### config.mk
export PLATFORM = sky130hd
export DESIGN_NAME = word_serializer
export DESIGN_NICKNAME = d
export VERILOG_FILES = /design/src/rtl/miner_pkg.sv /design/src/rtl/word_serializer.sv
export SDC_FILE = /design/constraint.sdc
export NUM_CORES = 1
export LEC_CHECK = 0
export BUFFER_PORTS_ARGS = -buffer_cell sky130_fd_sc_hd__buf_2
export CORE_ASPECT_RATIO = 1.1
export CORE_MARGIN = 10
export CORE_UTILIZATION = 59
export CTS_BUF_LIST = sky130_fd_sc_hd__clkbuf_8
export DETAILED_ROUTE_END_ITERATION = 8
export PLACE_DENSITY = 0.87
export SYNTH_ARGS = -nofsm -noshare
export SYNTH_HDL_FRONTEND = slang
export SYNTH_SLANG_ARGS = --single-unit
export TNS_END_PERCENT = 5
### constraint.sdc
create_clock -name clock -period 2 [get_ports clock]
set_clock_uncertainty 0.05 [all_clocks]
set_input_delay 0.6 -clock clock [delete_from_list [all_inputs] [get_ports clock]]
set_output_delay 0.6 -clock clock [all_outputs]
set_load 0.01 [all_outputs]
### src/rtl/miner_pkg.sv
// Shared definitions for the miner datapath: byte width, serializer FSM states,
// and the width helper for byte counters.
package miner_pkg;

    localparam int BYTE_W = 8;

    typedef enum logic {
        IDLE = 1'b0,
        SEND = 1'b1
    } ser_state_t;

    // Bits needed to hold a byte count from 0 up to and including n.
    function automatic int cnt_width(input int n);
        return $clog2(n) + 1;
    endfunction

endpackage

### src/rtl/word_serializer.sv
// Breaks one wide word into a byte stream for the UART transmitter.
// A word is taken in IDLE; SEND presents one byte per downstream handshake.
module word_serializer
    import miner_pkg::*;
#(
    parameter int DATA_WIDTH = 32,
    parameter bit LSB_FIRST  = 1'b0
) (
    input  logic                                          clock,
    input  logic                                          reset_n,
    input  logic                                          in_valid,
    output logic                                          in_ready,
    input  logic [DATA_WIDTH-1:0]                         d,
    input  logic                                          flush,
    output logic                                          out_valid,
    input  logic                                          out_ready,
    output logic [BYTE_W-1:0]                             out_data,
    output logic [cnt_width(DATA_WIDTH/BYTE_W)-1:0]       bytes_left,
    output logic                                          done
);

    localparam int NUM_BYTES = DATA_WIDTH / BYTE_W;
    localparam int CW        = cnt_width(NUM_BYTES);

    // Handshake rule for both sides: a transfer happens only in a cycle where
    // valid and ready are both high; valid never depends on ready.

    ser_state_t              r_state;
    ser_state_t              w_state_next;
    logic [DATA_WIDTH-1:0]   r_sreg;
    logic [CW-1:0]           r_cnt;
    logic                    r_done;
    logic                    w_accept;
    logic                    w_out_hs;
    logic                    w_last;

    always_comb begin
        w_state_next = r_state;
        in_ready     = 1'b0;
        out_valid    = 1'b0;
        case (r_state)
            IDLE: begin
                in_ready = 1'b1;
                if (in_valid) w_state_next = SEND;
            end
            SEND: begin
                out_valid = 1'b1;
                if (out_ready && w_last) w_state_next = IDLE;
            end
            default: w_state_next = IDLE;
        endcase
        if (flush) w_state_next = IDLE;
    end

    assign w_accept = in_valid && in_ready;
    assign w_out_hs = out_valid && out_ready;
    assign w_last   = (r_cnt == CW'(1));

    always_ff @(posedge clock or negedge reset_n) begin
        if (!reset_n) r_state <= IDLE;
        else          r_state <= w_state_next;
    end

    // Flush wins over both acceptance and a concurrent byte handshake.
    always_ff @(posedge clock or negedge reset_n) begin
        if (!reset_n) begin
            r_sreg <= '0;
            r_cnt  <= '0;
            r_done <= 1'b0;
        end else if (flush) begin
            r_sreg <= '0;
            r_cnt  <= '0;
            r_done <= 1'b0;
        end else if (w_accept) begin
            r_sreg <= d;
            r_cnt  <= CW'(NUM_BYTES);
            r_done <= 1'b0;
        end else if (w_out_hs) begin
            if (LSB_FIRST) r_sreg <= r_sreg >> BYTE_W;
            else           r_sreg <= r_sreg << BYTE_W;
            r_cnt  <= r_cnt - CW'(1);
            r_done <= w_last;
        end else begin
            r_done <= 1'b0;
        end
    end

    assign out_data   = LSB_FIRST ? r_sreg[BYTE_W-1:0] : r_sreg[DATA_WIDTH-1 -: BYTE_W];
    assign bytes_left = r_cnt;
    assign done       = r_done;

endmodule

Yosys cells after proc, flatten, opt, wreduce, memory -nomap -nowiden
Cells that the tools add are included.

storage, ports and cells
  word-level logic and storage cells = 26
  bits of input ports = 37
  output and inout bits = 14
  register bits after elaboration = 37

operators by class
  add/subtract/negate cells = 1
  equal/unequal tests = 1
  reductions and logical operators = 4
  bitwise gates (word level) = 1
  mux-type cells = 15

operators with widths
  operator             count
  $mux 32              3
  $mux 3               3
  $mux 1               8
  $eq 3x1->1 const B   1
  $logic_and 1x1->1    3
  $reduce_bool 3->1    1
  $sub 3x1->3 const B  1
  $pmux 1 s2           1
  $not 1->1            1

Longest topological paths before layout
  depth in word-level cells = 5
  depth in mapped cells = 5
  gate-level depth less buffers = 5

Least setup slack after synthesis
Ideal clock, no wire load.

  path kind = input to register
  from = input in_valid
  to = register r_sreg[5]
  setup time = 136 ps
  data arrival time = 1271 ps
  path buffers = 2
  slack = 543 ps
  cell stages on the path = 5
  data required time = 1814 ps
  path through = buf_6 -> buf_12 -> mux2_1 -> nand2_1 -> a21oi_1

on the way
  cells in the longest elaborated chain, start to end = 3
  elaborated cells on any way between the ends = 4
  classes of those cells = 2 x mux; 2 x reduce/logical

ends and longest elaborated chain
  item                  RTL line               source
  from (decl)           word_serializer.sv:11  input logic in_valid,
  $logic_and 1x1->1 *   word_serializer.sv:55  assign w_accept = in_valid && in_ready;
  $mux 32               word_serializer.sv:74  end else if (w_accept) begin
  $mux 32               word_serializer.sv:70  end else if (flush) begin
  to (signal assigned)  word_serializer.sv:79  if (LSB_FIRST) r_sreg <= r_sreg >> BYTE_W;
  to (signal assigned)  word_serializer.sv:80  else r_sreg <= r_sreg << BYTE_W;
  to (decl)             word_serializer.sv:30  logic [DATA_WIDTH-1:0] r_sreg;

Every way passes the cells marked *; elsewhere a longest branch is shown, timed or not.
A chain may end at the register's enable or synchronous reset.

Worst setup path after layout
  from = register r_state
  to = output out_valid

on the way
  cells in the longest elaborated chain, start to end = 1

ends and longest elaborated chain
  item                    RTL line               source
  from (decl)             word_serializer.sv:28  ser_state_t r_state;
  from (signal assigned)  word_serializer.sv:61  else r_state <= w_state_next;
  $mux 1                  word_serializer.sv:41  case (r_state)
  to (decl)               word_serializer.sv:15  output logic out_valid,

Every way passes these cells.

==> results.md <==
Floorplan:
- The horizontal die dimension is 76.8 um.
- In this run the vertical extent of the chip is 82.5 um.
- The site row count is 22.
- The die covers approximately 6300 um^2.
- The top-level port count is 51.
- The initial utilization of the core area, before any placement, comes to roughly 62%.
- The floorplan step defined a core boundary enclosing ~3400 um^2.

Setup path:
- In this design, the stage delay of the slowest critical-path cell is slightly above 0.4 ns.
- STA puts the critical path data required time at roughly 1.4 ns.
- The launch point of the critical path is r_state.
- The endpoint kind of the worst setup timing path is a primary output.
- The worst setup path endpoint is out_valid.
- Along the worst path, the maximum fanout reaches 17.
- The endpoint identified for the worst register-to-register timing path is r_sreg[13].
- The critical path goes through buf_4 -> buf_2.
- The minimum setup slack among reg-to-reg paths is 0.74 ns.
- Data on the critical path arrives at its endpoint at between 1 and 1.5 ns.
- The path depth of the worst reg2reg path is 3.
- On the critical path, the stage with the largest delay is an instance of sky130_fd_sc_hd__dfrtp_1.
- The type of the worst setup path is register to primary output.
- The worst flop-to-flop path startpoint is r_state.
- The worst setup path is launched from a register.

Job:
- The count of maximum capacitance violations is 0.

Power and ir drop:
- The cell area power density is 691 nW/um^2.
- Per report_power, the clock group accounts for slightly above 30% of the total.
- The static leakage is between 1 and 1.5 nW.
- The post-layout total power is roughly 1.6 mW.
- Summed over all nets, the switching power comes to roughly 0.47 mW.
- Per report_power, the sequential group accounts for around half of the total.
- The worst IR drop on VDD is 0.613 mV.
- The internal power of the cells totals 1.17 mW.
- Combinational logic burns roughly 18% of the power.
- The switching power share of the total is 28.5%.

Placed design:
- Detailed placement ended at an HPWL of around 3.5 mm.
- The cell area after placement is 2280 um^2.
- Routability-driven placement finished with a final weighted congestion of 0.750.
- Once placement completed, the tool counted placed cells totaling between 200 and 300.
- During placement, the flow inserted port buffers numbering 50.

Synth:
- The post-synthesis instance area is between 2000 and 2500 um^2.
- The count of cell types in the netlist is 24.
- The synthesis warning total is 0.
- The synthesized area divided by synthesized cell count is about 11 um^2.
- The net count after synthesis is 226.
- Synthesis produced a netlist whose cell count is roughly 190.
- The proportion of synthesized chip area in sequential cells is between 40% and 50%.
- The area share of the leading cell type in the synthesized netlist is between 40% and 50%.
- Ranked by total cell area, the synthesized netlist is headed by sky130_fd_sc_hd__dfrtp_1 (44%), sky130_fd_sc_hd__mux2i_1 (23%), sky130_fd_sc_hd__o22ai_1 (7.2%).
- The number of storage elements in the synthesis netlist is 37.
- The library cell occupying the most area in the post-synthesis netlist is sky130_fd_sc_hd__dfrtp_1.

Clock tree:
- In this run the post-CTS setup repair buffer count came out at 0.
- After clock tree synthesis, the repair step resized 0 gates.
- The later pin in the worst-skew pair is clocked with a latency of about 0.29 ns.
- The root cell of the clock tree is sky130_fd_sc_hd__clkbuf_8.
- The total number of H-tree levels is 2.
- The total clock sinks is 37.
- The clock-pin slew of the registers on the worst-case setup and hold paths is 0.08 ns.
- The clock tree from TritonCTS is yes.
- TritonCTS created 5 clock buffers.
- The clock passes through at most 2 buffers.
- The cts-stage hold buffer count is 0.

Timing:
- After routing, the total negative slack on setup checks comes to 0 ns.
- Setup repair after global routing left no endpoint under its margin.
- For the finished layout, the period the worst path requires is 1.76 ns.
- At the pin with the least slew margin, the transition time is 0.493 ns.
- The worst relative slew slack is roughly two thirds.
- The number of endpoints with negative hold slack in the final report is 0.
- The fraction of the cycle the final worst path needs is between 80% and 90%.
- Static timing analysis puts the maximum clock frequency at approximately 0.57 GHz.
- Setup violations remaining at the end of the flow were counted as 0.
- The final count of pins violating max slew is 0.

Global route:
- The first global-routing pass estimated roughly 8.3 mm of wire.
- Entering global routing, the biggest net connects 25 pins.
- The via count of the first global-routing pass is approximately 1.7k.
- The initial antenna violation count came to 0.
- The total congestion overflow is 0.
- The global-route usage over all layers is between 15 and 20%.

Final layout:
- The final-stage net count is between 200 and 300.
- The number of antenna diodes in the final layout is 0.
- The area growth from synthesis to final layout is 12.9%.
- Once layout is complete, the cells apart from fillers number 277.
- The final instance area is 2360 um^2.
- After filler insertion, the fill cell instance count of the layout stands at between 200 and 300.
- Of the cells placed in the final design, the portion with a size suffix greater than 1 is 29.3%.

Detailed routing:
- Dividing the detail-routed via count by the number of cells gives between 5 and 6.
- The number of DRC markers after the initial detailed-route iteration is 99.
- In the routed design, unresolved DRC markers number 0.
- The routed via count is roughly 1.6k.
- The final routed wirelength across all metal layers is around 4.8 mm.
- The detail route stage leaves a number of antenna-violating nets equal to 0.
- The first detailed-routing pass ran for 4 iterations.
- Dividing the detail-routed wire length by the instance count gives 17.4 um.

Outcome:
- The flow ran to the end, and the final reports show no timing, DRC or antenna violations.

Hold path:
- The worst hold path belongs to the class input port to asynchronous set/reset pin.
==> registers in the layout, summed over array words and instances, names as in the netlist <==
name / cells
r_sreg: 32
r_state: 1
done: 1
bytes_left: 3
==> layout by cell type, fill, tap and decap left out <==
cell	n
sky130_fd_sc_hd__a211oi_1	2
sky130_fd_sc_hd__a21oi_1	11
sky130_fd_sc_hd__buf_12	2
sky130_fd_sc_hd__buf_2	50
sky130_fd_sc_hd__buf_4	4
sky130_fd_sc_hd__clkbuf_8	5
sky130_fd_sc_hd__clkinv_2	2
sky130_fd_sc_hd__dfrtp_1	37
sky130_fd_sc_hd__ha_1	2
sky130_fd_sc_hd__inv_1	3
sky130_fd_sc_hd__inv_2	2
sky130_fd_sc_hd__inv_4	1
sky130_fd_sc_hd__mux2_1	8
sky130_fd_sc_hd__mux2i_1	48
sky130_fd_sc_hd__nand2_1	12
sky130_fd_sc_hd__nand2_2	1
sky130_fd_sc_hd__nand3_1	8
sky130_fd_sc_hd__nand4b_1	1
sky130_fd_sc_hd__nor2_1	2
sky130_fd_sc_hd__nor3_1	1
sky130_fd_sc_hd__o211a_1	1
sky130_fd_sc_hd__o211ai_1	1
sky130_fd_sc_hd__o22ai_1	24
sky130_fd_sc_hd__xor2_1	1
==> area by class of cell <==
type | instances | area [um^2] | share of cell area (%)
Clock inverter | 3 | 13.8 | 0.582
Multi-Input combinational cell | 123 | 955 | 40.4
Sequential cell | 37 | 926 | 39.2
Inverter | 5 | 21.3 | 0.899
Tap cell | 48 | 60.1 | 2.54
Timing Repair Buffer | 56 | 320 | 13.5
Clock buffer | 5 | 68.8 | 2.91
==> worst min-delay path by stage <==
stage | startpoint | slack (ns) | end
final | reset_n | 0.19 | r_sreg[24]
after CTS | reset_n | 0.19 | r_sreg[9]
after global placement | bytes_left[0] | 0.47 | bytes_left[0]
after floorplan | reset_n | 0.25 | bytes_left[0]
after global routing | reset_n | 0.21 | r_sreg[9]
after detailed placement | bytes_left[0] | 0.49 | bytes_left[0]
==> cell usage after synthesis <==
library cell / number
sky130_fd_sc_hd__mux2i_1: 48
sky130_fd_sc_hd__nor3_1: 1
sky130_fd_sc_hd__inv_1: 2
sky130_fd_sc_hd__nor2_1: 2
sky130_fd_sc_hd__nand2_2: 1
sky130_fd_sc_hd__nand3_1: 8
sky130_fd_sc_hd__buf_6: 3
sky130_fd_sc_hd__dfrtp_1: 37
sky130_fd_sc_hd__a21oi_1: 11
sky130_fd_sc_hd__a211oi_1: 2
sky130_fd_sc_hd__buf_4: 8
sky130_fd_sc_hd__clkbuf_1: 1
sky130_fd_sc_hd__ha_1: 2
sky130_fd_sc_hd__xor2_1: 1
sky130_fd_sc_hd__o211a_1: 1
sky130_fd_sc_hd__inv_4: 1
sky130_fd_sc_hd__o22ai_1: 24
sky130_fd_sc_hd__o211ai_1: 1
sky130_fd_sc_hd__buf_12: 3
sky130_fd_sc_hd__buf_2: 7
sky130_fd_sc_hd__mux2_1: 8
sky130_fd_sc_hd__nand2_1: 12
sky130_fd_sc_hd__nand4b_1: 1
sky130_fd_sc_hd__inv_2: 2
==> metrics by stage <==
stage / setup slack [ns] / hold WS [ns] / util, %
finish: 0.241 / 0.190 / 69.8
global route: 0.178 / 0.214 / 69.8
CTS: 0.229 / 0.192 / 69.8
detailed placement: 0.225 / 0.488 / 67.4
global placement: 0.255 / 0.471 / 67.4
floorplan: 0.543 / 0.254 / -
==> critical path, delay by kind of cell, from the launching register on <==
family,cells,cell delay (ns)
flip-flops,1,0.41
buffers and inverters,2,0.40
==> power by group through the flow <==
stage | Clock [mW] | Combinational (mW) | Sequential (mW)
after floorplan | 0 | 0.218 | 0.839
after global placement | 0 | 0.287 | 0.845
after detailed placement | 0 | 0.297 | 0.849
after CTS | 0.520 | 0.299 | 0.835
after global routing | 0.551 | 0.329 | 0.843
final | 0.503 | 0.295 | 0.836
==> layer usage <==
layer,wire [um],part of all wire [%],vias up,GRT usage (%)
met2,2340,48,47,26.0
met5,0,0,-,0
met3,347,7.2,6,6.16
met4,64,1.3,0,6.13
met1,2070,43,770,19.6
li1,-,-,760,-
==> kinds of logic after synthesis <==
| logic type | after synthesis | share of synthesized area [%] |
|---|---|---|
| and+or+nand+nor | 25 | 5.38 |
| DFF | 37 | 44.2 |
| xor gates and xnor gates | 1 | 0.418 |
| adders and majority gates | 2 | 1.19 |
| AOI/OAI and AO/OA | 39 | 11.3 |
| muxes | 56 | 27.2 |
| buffers and inverters | 27 | 10.2 |
Note: power is estimated with default switching activity, not from simulation.
